<file path="config.mk">
export PLATFORM = sky130hd
export DESIGN_NAME = audio_dac_serializer_flat
export DESIGN_NICKNAME = d
export VERILOG_FILES = /design/src/rtl/audio_dac_serializer_if.sv /design/src/rtl/audio_dac_serializer.sv /design/src/flat_wrapper.sv
export SDC_FILE = /design/constraint.sdc
export NUM_CORES = 1
export LEC_CHECK = 0
export ABC_AREA = 1
export CAP_MARGIN = 20
export CORE_MARGIN = 2
export CORE_UTILIZATION = 30
export CTS_CLUSTER_DIAMETER = 60
export CTS_CLUSTER_SIZE = 20
export DETAILED_ROUTE_END_ITERATION = 8
export GPL_TIMING_DRIVEN = 1
export SLEW_MARGIN = 0
export SYNTH_ARGS = -nofsm -noshare
export SYNTH_HDL_FRONTEND = slang
export SYNTH_SLANG_ARGS = --single-unit
</file>
<file path="constraint.sdc">
create_clock -name CLOCK_50 -period 2.7 [get_ports CLOCK_50]
set_clock_uncertainty 0.2 [all_clocks]
set_input_delay 0.405 -clock CLOCK_50 [delete_from_list [all_inputs] [get_ports CLOCK_50]]
set_output_delay 0.405 -clock CLOCK_50 [all_outputs]
set_load 0.005 [all_outputs]
</file>
<file path="src/rtl/audio_dac_serializer_if.sv">
// Sample-pair valid/ready handshake between the audio producer and the I2S DAC serializer.
interface audio_dac_serializer_if #(
    parameter int SAMPLE_WIDTH = 16
) ();
    logic [SAMPLE_WIDTH-1:0] in_left;
    logic [SAMPLE_WIDTH-1:0] in_right;
    logic                    in_valid;
    logic                    in_ready;

    modport master (output in_left, output in_right, output in_valid, input in_ready);
    modport slave  (input in_left, input in_right, input in_valid, output in_ready);
endinterface

</file>
<file path="src/rtl/audio_dac_serializer.sv">
// I2S master transmitter for the WM8731 DAC: one-pair skid register, BCLK/LRCK generation, serial shifter.
// Optional AUDIO_DAC_HOLD_ON_UNDERRUN_EN repeats the last pair on underrun instead of muting.
module audio_dac_serializer #(
    parameter int SAMPLE_WIDTH = 16,
    parameter int SLOT_BITS    = 32,
    parameter int BCLK_HALF    = 12
) (
    input  logic                   CLOCK_50,
    input  logic                   reset,
    audio_dac_serializer_if.slave  sink,
    output logic                   AUD_BCLK,
    output logic                   AUD_DACLRCK,
    output logic                   AUD_DACDAT,
    output logic                   frame_start,
    output logic                   underrun
);
    localparam int DIV_W  = (BCLK_HALF > 1) ? $clog2(BCLK_HALF) : 1;
    localparam int BIT_W  = (SLOT_BITS > 1) ? $clog2(SLOT_BITS) : 1;
    localparam int PAIR_W = 2 * SAMPLE_WIDTH;
    localparam logic [DIV_W-1:0] DIV_LAST = DIV_W'(BCLK_HALF - 1);
    localparam logic [BIT_W-1:0] BIT_LAST = BIT_W'(SLOT_BITS - 1);

    logic [DIV_W-1:0]  div_cnt_r,     div_cnt_s;
    logic              bclk_r,        bclk_s;
    logic [BIT_W-1:0]  bit_cnt_r,     bit_cnt_s;
    logic              lrck_r,        lrck_s;
    logic              dacdat_r,      dacdat_s;
    logic              frame_start_r, frame_start_s;
    logic              underrun_r,    underrun_s;
    logic              in_ready_r,    in_ready_s;
    logic              skid_full_r,   skid_full_s;
    logic [PAIR_W-1:0] skid_pair_r,   skid_pair_s;
    logic [PAIR_W-1:0] frame_pair_r,  frame_pair_s;
`ifdef AUDIO_DAC_HOLD_ON_UNDERRUN_EN
    logic [PAIR_W-1:0] last_pair_r,   last_pair_s;
`endif

    logic bclk_tick_s;
    logic fall_s;
    logic wrap_s;
    logic load_s;
    logic accept_s;

    // Slot k carries ch[SAMPLE_WIDTH-k] for k in 1..SAMPLE_WIDTH; slot 0 (I2S delay bit) and padding slots are 0.
    function automatic logic slot_bit(input logic [SAMPLE_WIDTH-1:0] ch, input logic [BIT_W-1:0] k);
        logic b;
        b = 1'b0;
        for (int i = 0; i < SAMPLE_WIDTH; i++) begin
            b = (int'(k) == (SAMPLE_WIDTH - i)) ? ch[i] : b;
        end
        return b;
    endfunction

    // Next-state logic: bit-clock divider, slot/channel sequencing, skid handshake and frame load.
    always_comb begin
        div_cnt_s     = div_cnt_r;
        bclk_s        = bclk_r;
        bit_cnt_s     = bit_cnt_r;
        lrck_s        = lrck_r;
        dacdat_s      = dacdat_r;
        frame_start_s = 1'b0;
        underrun_s    = 1'b0;
        skid_full_s   = skid_full_r;
        skid_pair_s   = skid_pair_r;
        frame_pair_s  = frame_pair_r;
`ifdef AUDIO_DAC_HOLD_ON_UNDERRUN_EN
        last_pair_s   = last_pair_r;
`endif

        bclk_tick_s = (div_cnt_r == DIV_LAST);
        fall_s      = bclk_tick_s && bclk_r;
        wrap_s      = fall_s && (bit_cnt_r == BIT_LAST);
        load_s      = wrap_s && lrck_r;
        accept_s    = sink.in_valid && in_ready_r;

        if (bclk_tick_s) begin
            div_cnt_s = {DIV_W{1'b0}};
            bclk_s    = ~bclk_r;
        end else begin
            div_cnt_s = div_cnt_r + DIV_W'(1);
            bclk_s    = bclk_r;
        end

        if (wrap_s) begin
            bit_cnt_s = {BIT_W{1'b0}};
            lrck_s    = ~lrck_r;
        end else if (fall_s) begin
            bit_cnt_s = bit_cnt_r + BIT_W'(1);
            lrck_s    = lrck_r;
        end else begin
            bit_cnt_s = bit_cnt_r;
            lrck_s    = lrck_r;
        end

        // A load needs a full skid and an accept needs an empty one, so the two never collide.
        if (load_s && skid_full_r) begin
            skid_full_s = 1'b0;
        end else if (accept_s) begin
            skid_full_s = 1'b1;
            skid_pair_s = {sink.in_left, sink.in_right};
        end else begin
            skid_full_s = skid_full_r;
        end

        if (load_s) begin
            frame_start_s = 1'b1;
            if (skid_full_r) begin
                frame_pair_s = skid_pair_r;
`ifdef AUDIO_DAC_HOLD_ON_UNDERRUN_EN
                last_pair_s  = skid_pair_r;
`endif
            end else begin
                underrun_s   = 1'b1;
`ifdef AUDIO_DAC_HOLD_ON_UNDERRUN_EN
                frame_pair_s = last_pair_r;
`else
                frame_pair_s = {PAIR_W{1'b0}};
`endif
            end
        end else begin
            frame_start_s = 1'b0;
        end

        if (fall_s) begin
            dacdat_s = slot_bit(lrck_s ? frame_pair_s[SAMPLE_WIDTH-1:0]
                                       : frame_pair_s[PAIR_W-1:SAMPLE_WIDTH], bit_cnt_s);
        end else begin
            dacdat_s = dacdat_r;
        end

        in_ready_s = ~skid_full_s;
    end

    // State and output registers; reset restarts the frame and discards any held pair.
    always_ff @(posedge CLOCK_50 or posedge reset) begin
        if (reset) begin
            div_cnt_r     <= {DIV_W{1'b0}};
            bclk_r        <= 1'b0;
            bit_cnt_r     <= BIT_LAST;
            lrck_r        <= 1'b1;
            dacdat_r      <= 1'b0;
            frame_start_r <= 1'b0;
            underrun_r    <= 1'b0;
            in_ready_r    <= 1'b1;
            skid_full_r   <= 1'b0;
            skid_pair_r   <= {PAIR_W{1'b0}};
            frame_pair_r  <= {PAIR_W{1'b0}};
`ifdef AUDIO_DAC_HOLD_ON_UNDERRUN_EN
            last_pair_r   <= {PAIR_W{1'b0}};
`endif
        end else begin
            div_cnt_r     <= div_cnt_s;
            bclk_r        <= bclk_s;
            bit_cnt_r     <= bit_cnt_s;
            lrck_r        <= lrck_s;
            dacdat_r      <= dacdat_s;
            frame_start_r <= frame_start_s;
            underrun_r    <= underrun_s;
            in_ready_r    <= in_ready_s;
            skid_full_r   <= skid_full_s;
            skid_pair_r   <= skid_pair_s;
            frame_pair_r  <= frame_pair_s;
`ifdef AUDIO_DAC_HOLD_ON_UNDERRUN_EN
            last_pair_r   <= last_pair_s;
`endif
        end
    end

    assign sink.in_ready = in_ready_r;
    assign AUD_BCLK      = bclk_r;
    assign AUD_DACLRCK   = lrck_r;
    assign AUD_DACDAT    = dacdat_r;
    assign frame_start   = frame_start_r;
    assign underrun      = underrun_r;
endmodule
</file>
<file path="src/flat_wrapper.sv">
// flat-port wrapper written by rule: the top's interface ports become plain ports
module audio_dac_serializer_flat 
#(
    parameter int SAMPLE_WIDTH = 16,
    parameter int SLOT_BITS    = 32,
    parameter int BCLK_HALF    = 12
)
  (CLOCK_50, reset, AUD_BCLK, AUD_DACLRCK, AUD_DACDAT, frame_start, underrun, sink_in_left, sink_in_right, sink_in_valid, sink_in_ready);
  audio_dac_serializer_if #(.SAMPLE_WIDTH(SAMPLE_WIDTH)) sink_i ();
  input  logic CLOCK_50;
  input  logic reset;
  output logic AUD_BCLK;
  output logic AUD_DACLRCK;
  output logic AUD_DACDAT;
  output logic frame_start;
  output logic underrun;
  input wire logic [$bits(sink_i.in_left)-1:0] sink_in_left;
  input wire logic [$bits(sink_i.in_right)-1:0] sink_in_right;
  input wire logic [$bits(sink_i.in_valid)-1:0] sink_in_valid;
  output wire logic [$bits(sink_i.in_ready)-1:0] sink_in_ready;
  assign sink_i.in_left = sink_in_left;
  assign sink_i.in_right = sink_in_right;
  assign sink_i.in_valid = sink_in_valid;
  assign sink_in_ready = sink_i.in_ready;
  audio_dac_serializer #(.SAMPLE_WIDTH(SAMPLE_WIDTH), .SLOT_BITS(SLOT_BITS), .BCLK_HALF(BCLK_HALF)) u_core (.CLOCK_50(CLOCK_50), .reset(reset), .sink(sink_i), .AUD_BCLK(AUD_BCLK), .AUD_DACLRCK(AUD_DACLRCK), .AUD_DACDAT(AUD_DACDAT), .frame_start(frame_start), .underrun(underrun));
endmodule
</file>
==> Word level (Yosys, flattened, before mapping) <==
Index checks and enable logic that the tools add are counted.
Widths: inputs -> output; s select.
{ "word_totals": {"regBits": 80, "latchBits": 0, "ramBits": 0, "romBits": 0, "in_bits": 35, "out_inout_bits": 6, "elab_cells": 69, "n_memories": 0} }
{ "op_classes": {"n_addsub": 2, "n_mul": 0, "n_div": 0, "magnitude_cmp": 0, "n_eq_ne": 18, "shift": 0, "n_mux": 28, "bitwise_logic": 4, "reduce_logical": 6} }
{ "ops": {"columns": ["cell", "n"], "rows": [
  ["$mux 32", 2],
  ["$eq 5x5->1 const B", 10],
  ["$mux 1", 22],
  ["$eq 5x4->1 const B", 4],
  ["$mux 16", 1],
  ["$eq 5x3->1 const B", 2],
  ["$mux 5", 2],
  ["$add 5x1->5 const B", 1],
  ["$eq 5x2->1 const B", 1],
  ["$logic_and 1x1->1", 5],
  ["$add 4x1->4 const B", 1],
  ["$eq 4x4->1 const B", 1],
  ["$mux 4", 1],
  ["$not 1->1", 4],
  ["$reduce_and 2->1", 1]
]} }

==> Longest topological paths before layout <==
{ "logic_depth": {"word_depth": 22, "ltp_mapped": 26, "depth_no_buf": 26} }

==> Worst setup path before layout <==
Ideal clock, no wire load.
{ "synth_timing": {"path_type": "reg2reg", "start": "register u_core.bit_cnt_r[0]", "end": "register u_core.dacdat_r (netlist: u_core.AUD_DACDAT)", "setup_ps": 71, "arrival_ps": 2681, "required_time_ps": 2429, "path_slack_ps": -253, "stages_incl_launch_ff": 21, "n_path_buf": 2, "period_less_slack_ps": 2953, "path_cell_list": "dfstp_2 > ha_1 > nand2_1 > nor2_1 > ha_1 > inv_1 > nor2_1 > ha_1 > buf_2 > inv_1 > clkbuf_1 > nand2_1 > a31oi_1 > o21ai_0 > nand2_1 > nand2_1 > nand4_1 > nand2_1 > nand4_1 > nor2_1 > nor2_1"} }
{ "synth_via": {"word_cells_on_any_way": 41, "classes_between": "1 x add/sub; 17 x eq/ne; 21 x mux; 2 x reduce/logical"} }
{ "synth_lines": {"columns": ["item", "line", "text"], "rows": [
  ["start: declaration", "audio_dac_serializer.sv:25", "logic [BIT_W-1:0] bit_cnt_r, bit_cnt_s;"],
  ["start signal: assignment", "audio_dac_serializer.sv:154", "bit_cnt_r <= bit_cnt_s;"],
  ["$eq 5x5->1 (*)", "audio_dac_serializer.sv:72", "wrap_s = fall_s && (bit_cnt_r == BIT_LAST);"],
  ["$logic_and 1x1->1 (*)", "audio_dac_serializer.sv:72", null],
  ["$mux 1 (*)", "audio_dac_serializer.sv:84", "if (wrap_s) begin"],
  ["net u_core.lrck_s", "audio_dac_serializer.sv:26", "logic lrck_r, lrck_s;"],
  ["$mux 16 (*)", "audio_dac_serializer.sv:125", "dacdat_s = slot_bit(lrck_s ? frame_pair_s[SAMPLE_WIDTH-1:0]"],
  ["$mux 1 (15 in a row)", "audio_dac_serializer.sv:49", "b = (int'(k) == (SAMPLE_WIDTH - i)) ? ch[i] : b;"],
  ["$mux 1 (*)", "audio_dac_serializer.sv:49", null],
  ["end signal: assignment", "audio_dac_serializer.sv:156", "dacdat_r <= dacdat_s;"],
  ["end: declaration", "audio_dac_serializer.sv:27", "logic dacdat_r, dacdat_s;"]
]} }
Mark *: on every way through the listed nets, which the timed path passes. The rest lies on a longest branch.
A chain may end at the register's enable or synchronous reset.

==> Final worst setup path <==
{ "layout_timing": {"start": "register u_core.bit_cnt_r[1]", "end": "register u_core.dacdat_r (netlist: u_core.AUD_DACDAT)"} }
{ "layout_via": {"word_cells_on_any_way": 41, "classes_between": "1 x add/sub; 17 x eq/ne; 21 x mux; 2 x reduce/logical"} }
{ "layout_lines": {"columns": ["item", "line", "text"], "rows": [
  ["$eq 5x5->1", "audio_dac_serializer.sv:72", null],
  ["$logic_and 1x1->1", "audio_dac_serializer.sv:72", null],
  ["$logic_and 1x1->1", "audio_dac_serializer.sv:73", "load_s = wrap_s && lrck_r;"],
  ["$mux 32", "audio_dac_serializer.sv:105", "if (load_s) begin"],
  ["net u_core.frame_pair_s[25]", "audio_dac_serializer.sv:33", "logic [PAIR_W-1:0] frame_pair_r, frame_pair_s;"],
  ["$mux 16", "audio_dac_serializer.sv:125", null],
  ["$mux 1 (7 in a row)", "audio_dac_serializer.sv:49", null]
]} }
The timed path passes the listed nets, and every way through them passes these cells.

==> results.md <==
- Post-synthesis sequential area ratio: a little under three fifths
- Non-filler cells, final: 652
- DRC: 5
- Die area: 12810 µm²
- Row count: 39
- Final WS setup: -207.7 ps
- Share of cells above drive strength 1: 17.09%
- Num CTS Buffers: 9
- Critical setup path kind: reg2reg
- Vias: about 2900
- Ys flop type: dfrtp_1
- Total Routed Length: 7951 µm
- Number of H-tree levels: 3
- Fin Hold WS: 280.8 ps
- Fmax: about 340 MHz
- Fillers: about 1200
- Worst Tran Pin Value: 426.9 ps
- Vias per cell: between 4 and 5
- Detailed Routing Iterations Pass 1: 6
- Worst Path Buf+Inv: 4
- RSZ-0062 raised after global routing: yes
- Worst-path fanout max: 9
- Number of global-route vias before repair: about 3000
- CP top delay family: simple AND/OR/NAND/NOR gates
- Min Clock Period, post-route: between 2000 and 3000 ps
- CTS root buffer: clkbuf_16
- YS warnings: 0
- Initial core utilization: a little under a third
- Dpl ws: -279.8 ps
- First-pass GRT wire length: between 10000 and 15000 µm
- CP max-delay cell: dfstp_2
- Worst min path class: reg2reg
- Power Dens Cells: 631.6 nW/µm²
- Reg clk slew, reported paths: 60 ps
- Critical-path cell list: ha_4 -> nand2_1 -> nor2_1 -> ha_2 -> inv_2 -> nor2_4 -> ha_4 -> nand2_2 -> clkinv_4 -> buf_4 -> buf_4 -> a22o_1 -> or2_2 -> o2111ai_1 -> nand4_1 -> nand2_1 -> nand4_1 -> nor2_1 -> nor2_1
- Gr usage total: a little over an eighth
- Final Max Tran Viols: 0
- DRT antenna net count: 0
- Critical Path Start Type: register
- Cts hold-fix bufs: 0
- CTS tree: done
- Static leakage: around 2.4 nW
- Global route overflow: 0
- Wire per inst: 12.19 µm
- Clock latency on the worst-skew pair: 340 ps
- ANT cells: 0
- CP max stage delay: roughly 380 ps
- Total negative slack: -207.7 ps
- Critical path capture point type: register
- Port bufs: 40
- IO Pins: 41
- Post-synth cell types: 31
- Final Hold Viols: 0
- RePlAce Congestion: ~0.83
- CP arrival: 2930 ps
- Post-DP HPWL: 5585 µm
- Avg Cell Area, Syn: 8.275 µm²
- Mapped Area: roughly 3600 µm²
- Final Net Count: roughly 540
- Clock tree buffer depth: 2
- Slew headroom: 71.54%
- Most frequent CP cell: nor2_1
- Peak VDD IR: around 0.00026 V
- Area grow syn2layout: 33.15%
- Failing checks: DRC, setup timing
- Setup violations, final: 1
- Status: complete, but fails checks
- Final worst-path cycle share: 107.7%
- Critical Path RT: 2720 ps
- Core area: between 10000 and 15000 µm²
- Post-Syn Nets: between 400 and 500
- Yosys reg bits: 80
- Async set or reset register ratio after synthesis: 100.0%
- Power Total: 3.006 mW
- Chip Height: 113.2 µm
- Initial antenna violation count: 0
- Cell Count Post-Placement: 633
- Clk sinks: 80
- Largest net degree at the start of global routing: 81
- Post-synth EDFFs: 0
- Max-cap violations: 0
- Die width: 113.2 µm
- Gate Count Post-Synth: around 430
- DRT iter0 DRCs: 151
worst paths after layout:
kind	startpoint	endpoint	slack (ps)	depth (start not counted)
hold / removal	u_core.skid_pair_r[20]	u_core.skid_pair_r[20]	280	2
min in group asynchronous	reset	u_core.skid_pair_r[14]	290	3
setup / recovery	u_core.bit_cnt_r[1]	u_core.AUD_DACDAT	-210	19
setup reg to reg	u_core.bit_cnt_r[1]	u_core.AUD_DACDAT	-210	19
max in group asynchronous	reset	u_core.bit_cnt_r[4]	1630	3
hold reg to reg	u_core.skid_pair_r[20]	u_core.skid_pair_r[20]	280	2
metrics by stage:
stage | cell area (µm²) | util [%]
final | 4760 | 41.33
after global routing | 4760 | 41.33
after CTS | 4717 | 40.96
after detailed placement | 4377 | 38.01
after global placement | 4377 | 38.01
after floorplan | 3633 | -
placed cells by master, fill, tap and decap left out, drive strengths merged, types with 3 or more instances in the layout:
master / netlist / layout
a22o: 7 / 7
buf: 7 / 37
nand4: 6 / 6
inv: 37 / 38
clkinv: 1 / 3
ha: 4 / 4
clkdlybuf4s50: 0 / 40
nand3: 19 / 19
a21oi: 3 / 3
dfstp: 7 / 7
dfrtp: 73 / 73
nor2: 21 / 21
o21ai: 24 / 24
nand2: 203 / 203
clkbuf: 9 / 10
or2: 3 / 3
registers in the layout, summed over array words and instances, names as in the netlist:
name,flops
u_core.bit_cnt_r,5
u_core.sink.in_ready,1
u_core.AUD_DACLRCK,1
u_core.frame_pair_r,32
u_core.frame_start,1
u_core.AUD_DACDAT,1
u_core.underrun,1
u_core.skid_pair_r,32
u_core.skid_full_r,1
u_core.div_cnt_r,4
u_core.AUD_BCLK,1
worst register-to-register path, cell delays in order (launching register included):
cell and delay, ps:
dfstp_2 380, ha_4 150, nand2_1 60, nor2_1 40, ha_2 170, inv_2 80
nor2_4 50, ha_4 160, nand2_2 110, clkinv_4 100, buf_4 170, buf_4 150
a22o_1 210, or2_2 290, o2111ai_1 100, nand4_1 100, nand2_1 70, nand4_1 70
nor2_1 100, nor2_1 40
power breakdown:
group	leakage, nW	total (mW)	switching, mW	internal [mW]
Clock	0.155	1.31	0.490	0.816
Sequential	1.04	1.44	0.0812	1.36
Combinational	1.22	0.258	0.137	0.121
Total	2.41	3.01	0.709	2.30
timing repair:
item | in CTS | in global routing
setup buffers | 1 | 2
gates resized for setup | 4 | 13
setup endpoints to repair | 1 | 35
pin swaps | 3 | 1
synthesized netlist by cell type (all sizes together) (2+ instances only):
library cell  number  share of area, %
nor3               2              0.42
a22o               7               1.7
nand3             19               2.8
a21oi              3              0.42
o21ai             24               3.5
dfrtp             73                51
nand2            203                22
buf                7               1.3
clkbuf             9              0.94
dfstp              7               5.1
nor2              21               2.6
inv               37               3.9
nand4              6               1.2
or2                3              0.53
ha                 4               1.4
final cells by class:
cell class	instances	area [µm²]	area share, %
sequential	80	2011	42.25
timing repair buffer	77	714.4	15.01
clock inverter	6	92.59	1.945
tap	143	178.9	3.759
multi-input combinational	298	1379	28.97
clock buffer	10	229.0	4.811
inverter	38	155.1	3.260
cells by family after synthesis:
kind of cell               Yosys count  synth area share [%]
xor gates and xnor gates             1                0.2451
adders and majority gates            4                 1.400
DFF                                 80                 56.25
buffers and inverters               54                 6.230
and+or+nand+nor                    255                 29.44
AOI/OAI and AO/OA                   38                 6.441
metal layers:
layer | track usage (%) | wire length, µm | up-vias
met4 | 3.821 | 78 | 0
met2 | 20.92 | 3704 | 41
met3 | 3.749 | 300 | 8
met1 | 17.85 | 3867 | 1406
li1 | - | - | 1493
met5 | 0 | 0 | -
(Power assumes the default switching activity.)
